**config.mk**
```make
export PLATFORM = sky130hd
export DESIGN_NAME = adder_mw_seq
export DESIGN_NICKNAME = d
export VERILOG_FILES = /design/src/rtl/adder_mw_seq.sv
export SDC_FILE = /design/constraint.sdc
export NUM_CORES = 1
export LEC_CHECK = 0
export ABC_AREA = 1
export CAP_MARGIN = 25
export CORE_MARGIN = 2
export CORE_UTILIZATION = 37
export CTS_BUF_LIST = sky130_fd_sc_hd__clkbuf_4
export DETAILED_ROUTE_END_ITERATION = 16
export PLACE_DENSITY = 0.67
export SLEW_MARGIN = 25
export SYNTH_ARGS = -nofsm -noshare
export SYNTH_HDL_FRONTEND = slang
export SYNTH_SLANG_ARGS = --single-unit
```
**constraint.sdc**
```tcl
create_clock -name i_clk -period 3.7 [get_ports i_clk]
set_clock_uncertainty 0.15 [all_clocks]
set_input_delay 0.74 -clock i_clk [delete_from_list [all_inputs] [get_ports i_clk]]
set_output_delay 0.74 -clock i_clk [all_outputs]
set_load 0.05 [all_outputs]
```
**src/rtl/adder_mw_seq.sv**
```systemverilog
// Multi-word add/subtract sequencer chaining one shared 32-bit CLA across NUM_WORDS beats, LS word first.
// Optional: define ADDER_MW_SEQ_OVF_EN to enable signed-overflow detection on the top word.

module adder_cla32 (
  input  logic [31:0] a,
  input  logic [31:0] b,
  input  logic        cin,
  output logic [31:0] sum,
  output logic        cout
);

  logic [31:0] g;
  logic [31:0] p;
  logic [8:0]  gc;

  assign g     = a & b;
  assign p     = a ^ b;
  assign gc[0] = cin;
  assign cout  = gc[8];

  // Full lookahead inside each nibble; group generate/propagate chain the nibbles.
  for (genvar k = 0; k < 8; k++) begin : g_grp
    logic [3:0] gg;
    logic [3:0] pp;
    logic [3:0] c;

    assign gg   = g[4*k +: 4];
    assign pp   = p[4*k +: 4];
    assign c[0] = gc[k];
    assign c[1] = gg[0] | (pp[0] & gc[k]);
    assign c[2] = gg[1] | (pp[1] & gg[0]) | (pp[1] & pp[0] & gc[k]);
    assign c[3] = gg[2] | (pp[2] & gg[1]) | (pp[2] & pp[1] & gg[0])
                | (pp[2] & pp[1] & pp[0] & gc[k]);
    assign gc[k+1] = gg[3] | (pp[3] & gg[2]) | (pp[3] & pp[2] & gg[1])
                   | (pp[3] & pp[2] & pp[1] & gg[0]) | ((&pp) & gc[k]);
    assign sum[4*k +: 4] = pp ^ c;
  end

endmodule

module adder_mw_seq #(
  parameter int NUM_WORDS = 4,
  parameter int CNT_W     = $clog2(NUM_WORDS)
) (
  input  logic        i_clk,
  input  logic        i_rst,
  input  logic        i_start,
  input  logic        i_sub,
  input  logic        i_Cin,
  input  logic        i_vld,
  output logic        o_rdy,
  input  logic [31:0] i_A,
  input  logic [31:0] i_B,
  output logic [31:0] o_S,
  output logic        o_S_vld,
  output logic        o_Cout,
  output logic        o_ovf,
  output logic        o_busy,
  output logic        o_done
);

  typedef enum logic [1:0] {
    IDLE = 2'd0,
    RUN  = 2'd1,
    DONE = 2'd2
  } state_t;

  state_t             state;
  state_t             next_state;
  logic [CNT_W-1:0]   cnt;
  logic               carry_q;
  logic               sub_q;
  logic               beat;
  logic               last_beat;
  logic               start_ok;
  logic [31:0]        b_eff;
  logic [31:0]        add_sum;
  logic               add_cout;

  localparam logic [CNT_W-1:0] LAST_CNT = CNT_W'(NUM_WORDS - 1);

  assign o_rdy     = (state == RUN);
  assign o_done    = (state == DONE);
  assign o_busy    = (state != IDLE);
  assign beat      = i_vld & o_rdy;
  assign last_beat = beat & (cnt == LAST_CNT);
  assign start_ok  = (state == IDLE) & i_start;
  assign b_eff     = sub_q ? ~i_B : i_B;

  adder_cla32 u_cla (
    .a    (i_A),
    .b    (b_eff),
    .cin  (carry_q),
    .sum  (add_sum),
    .cout (add_cout)
  );

  always_ff @(posedge i_clk or posedge i_rst) begin
    if (i_rst) state <= IDLE;
    else       state <= next_state;
  end

  always_comb begin
    next_state = state;
    case (state)
      IDLE:    if (i_start)   next_state = RUN;
      RUN:     if (last_beat) next_state = DONE;
      DONE:                   next_state = IDLE;
      default:                next_state = IDLE;
    endcase
  end

  // Subtraction is A + ~B + 1, so the carry register seeds with 1 in sub mode.
  always_ff @(posedge i_clk or posedge i_rst) begin
    if (i_rst) begin
      cnt     <= '0;
      carry_q <= 1'b0;
      sub_q   <= 1'b0;
      o_S     <= '0;
      o_S_vld <= 1'b0;
      o_Cout  <= 1'b0;
    end else begin
      o_S_vld <= beat;
      if (start_ok) begin
        sub_q   <= i_sub;
        carry_q <= i_sub | i_Cin;
        cnt     <= '0;
        o_Cout  <= 1'b0;
      end else if (beat) begin
        o_S     <= add_sum;
        carry_q <= add_cout;
        if (last_beat) begin
          cnt    <= '0;
          o_Cout <= add_cout;
        end else begin
          cnt    <= cnt + 1'b1;
        end
      end
    end
  end

`ifdef ADDER_MW_SEQ_OVF_EN
  // Carry into bit 31 is recovered from the sum bit, so the adder needs no extra tap.
  always_ff @(posedge i_clk or posedge i_rst) begin
    if (i_rst)          o_ovf <= 1'b0;
    else if (start_ok)  o_ovf <= 1'b0;
    else if (last_beat) o_ovf <= i_A[31] ^ b_eff[31] ^ add_sum[31] ^ add_cout;
  end
`else
  assign o_ovf = 1'b0;
`endif

endmodule

```
==> run_results.csv <==
group,metric,value,unit
worst_setup_path,crit_arrival,3.49,ns
hold_path,hp-class,"reg -> reg",
final_layout,final_nets,597,
yosys,synth_area,3133,um2
grt,grt_max_degree,41,
pwr,leakage,2.122,nW
flow_run,maxCapViolCount,0,
clock_tree,hold_buffers,0,
clock_tree,post_cts_resized,0,
floorplanning,core,8217,um2
clock_tree,cts_buffer_depth,2,
clock_tree,cts_root_buffer,"clkbuf_4",
final_layout,drive_gt1_share,5.544,%
detailed_routing,via_per_inst,4.588,
clock_tree,postCtsSetupRepairBufs,0,
sta,hold_viol_final,0,
worst_setup_path,ff2ff_setup_slack,0.42,ns
floorplanning,rows,33,
run_status,status,"finished, final reports clean",
yosys,ys_seq_elements,40,
worst_setup_path,critPathMaxFanout,3,
sta,setup_tns,0,ns
yosys,post_synth.cell_area_avg,8.267,um2
grt,grtUsageTotal,16.21,%
yosys,mappedNetlistNets,490,
sta,tightest_slew,0.8738,ns
detailed_routing,initialDrtViolationCount,39,
clock_tree,cts_tree,"built",
yosys,synth_seq_area_share,31.95,%
sta,setup_violations,0,
yosys,synthDistinctLibCells,29,
worst_setup_path,cp-end-kind,"flip-flop",
clock_tree,numCtsBuffers,5,
sta,clock.fmax,297.4,MHz
final_layout,most-common-layout-cells,"clkdlybuf4s50_1, nand2_1, inv_1",
floorplanning,pin_count,108,
grt,antenna_found_initial,0,
worst_setup_path,start_kind,"input port",
place,dp.cells,584,
sta,timing.final.crit_share,90.87,%
grt,grt_pass1_vias,2736,
floorplanning,initial_utilization,38.13,%
floorplanning,chipHeight,96.02,um
detailed_routing,drc_errors,0,
floorplanning,dieWidth,96.02,um
grt,grt_pass1_wl,11740,um
sta,layout_setup_ws,0.3379,ns
final_layout,n_fill_cell,798,
final_layout,finalInstanceArea,4362,um2
detailed_routing,firstDrtPassIters,4,
worst_setup_path,crit_top_cell,"nand2_1",
yosys,synth_top_cell_by_area,"dfrtp_1",
place,port_buffers,106,
worst_setup_path,crit_slowest_cell,"clkdlybuf4s50_1",
final_layout,area_delta_synth_final,39.22,%
sta,post-route-min-period,3.362,ns
sta,timing.hold.ws,0.3432,ns
place,dp_hpwl,5646,um
worst_setup_path,path_class,"in -> reg",
clock_tree,clk_latency,0.35,ns
detailed_routing,postRouteWirelength,7189,um
sta,rsz0062_at_grt,"false",
final_layout,layout_commonest_cell,"clkdlybuf4s50_1",
clock_tree,h-tree-depth,2,
pwr,power_density,905.4,nW/um2
detailed_routing,ant_nets,0,
final_layout,n_antenna_cell,0,
detailed_routing,wl_per_cell,12.14,um
worst_setup_path,crit_chain,"clkdlybuf4s50_1, xor2_1, ha_1, nand2_1, nand2_1, nand3_1, nand2_1, nand2_1, nand2_1, nand2_1, nand2_1, nand2_1, nand2_1, nand2_1, nand2_2, nand2_2, nand2_2, nand2_2, nand2_4, inv_1, fa_1, xor2_1, o21ai_0",
yosys,synth.top_cells.by_area,"dfrtp_1, ha_1, xor2_1",
floorplanning,die-area,9220,um2
clock_tree,clkSinkCount,40,
yosys,synth.yosys.warnings,0,
grt,grt-ovfl-total,0,
yosys,yosysTopAreaCellShare,31.95,%
worst_setup_path,cp.required,3.83,ns
place,post_dp_cell_area,4310,um2
yosys,syn_inst,379,
place,gp_congestion,0.8232,
sta,maxSlewHeadroom,41.66,%
worst_setup_path,cpPeakStageDelay,0.42,ns
final_layout,layout.cells.non_filler,592,
detailed_routing,via_count,2716,
sta,maxSlewViolCount,0,
pwr,ir_drop,0.3785,mV
place,dpl_worst_slack,-0.03679,ns
clock_tree,cts.clk_slew.worst_paths,0.12,ns
==> where the power goes <==
group	leakage, nW	internal, W	switching [W]	total (W)
registers	0.490	0.000654	0.000150	0.000804
clock network	0.0324	0.0000699	0.000148	0.000218
logic	1.60	0.00111	0.00182	0.00293
total	2.12	0.00184	0.00211	0.00395
==> worst max-delay path: cells and delay by family <==
family | cells | cell delay (ns)
AO/OA/AOI/OAI | 1 | 0.14
XOR/XNOR | 2 | 0.34
adder cells (fa/ha/maj) | 2 | 0.67
buffers and inverters | 2 | 0.47
AND/OR/NAND/NOR | 16 | 1.12
==> synthesized netlist by cell type <==
| cell | n |
|---|---|
| a211oi_1 | 2 |
| xor2_1 | 42 |
| a31oi_1 | 1 |
| buf_4 | 1 |
| o21ai_0 | 26 |
| nor3_1 | 2 |
| ha_1 | 33 |
| o31ai_1 | 2 |
| buf_2 | 3 |
| clkbuf_1 | 6 |
| nand3_2 | 1 |
| a221oi_1 | 1 |
| buf_6 | 1 |
| dfrtp_1 | 40 |
| mux2_2 | 1 |
| inv_1 | 48 |
| nand2_2 | 6 |
| nand2_4 | 2 |
| fa_1 | 8 |
| nor2_1 | 15 |
| xnor2_1 | 9 |
| nand3_1 | 15 |
| conb_1 | 1 |
| a21oi_1 | 18 |
| o21a_1 | 1 |
| clkinv_1 | 2 |
| nand2_1 | 85 |
| a211oi_2 | 2 |
| o21ai_1 | 5 |
==> final cells by class <==
| class | count | area [um2] | area share (%) |
|---|---|---|---|
| Clock inverter | 3 | 13.76 | 0.3155 |
| Inverter | 50 | 187.7 | 4.303 |
| Timing Repair Buffer | 111 | 1099 | 25.19 |
| Tap cell | 105 | 131.4 | 3.012 |
| Multi-Input combinational cell | 278 | 1891 | 43.34 |
| Clock buffer | 5 | 37.54 | 0.8606 |
| Sequential cell | 40 | 1002 | 22.98 |
==> sequential cells by signal, indices dropped and copies added (netlist names) <==
name / cells
cnt: 2
o_Cout: 1
o_S: 32
sub_q: 1
carry_q: 1
o_S_vld: 1
state: 2
==> layer usage <==
| layer | global-route usage, % | wire length (um) | vias to the layer above |
|---|---|---|---|
| li1 | - | - | 1412 |
| met1 | 18.94 | 3135 | 1229 |
| met2 | 30.27 | 3634 | 69 |
| met3 | 2.897 | 346 | 6 |
| met4 | 4.167 | 73 | 0 |
| met5 | 0 | 0 | - |
==> kinds of logic after synthesis <==
kind of cell,after synthesis,synth area share [%]
AOI/OAI and AO/OA,58,10.30
xor gates and xnor gates,51,14.26
adders and majority gates,41,18.29
buffers and inverters,61,7.787
DFF,40,31.95
muxes,1,0.3594
other,1,0.1197
and+or+nand+nor,126,16.93
==> per-stage QoR <==
| step | util [%] | power (W) |
|---|---|---|
| 3_5_place_dp | 52.46 | 0.003766 |
| 4_1_cts | 53.08 | 0.003999 |
| 3_3_place_gp | 52.46 | 0.003699 |
| 2_1_floorplan | - | 0.002942 |
| 6_report | 53.08 | 0.003949 |
| 5_1_grt | 53.08 | 0.004335 |
==> worst paths after layout <==
path,from,to,depth (start not counted)
max,i_B[0],o_S[29]$_DFFE_PP0P_,23
min,cnt[0]$_DFFE_PP0P_,cnt[0]$_DFFE_PP0P_,1
max reg2reg,sub_q$_DFFE_PP0P_,o_S[28]$_DFFE_PP0P_,18
min reg2reg,cnt[0]$_DFFE_PP0P_,cnt[0]$_DFFE_PP0P_,1
max in group asynchronous,i_rst,sub_q$_DFFE_PP0P_,2
min in group asynchronous,i_rst,o_S[17]$_DFFE_PP0P_,2
Power figures use the tool's default switching activity.
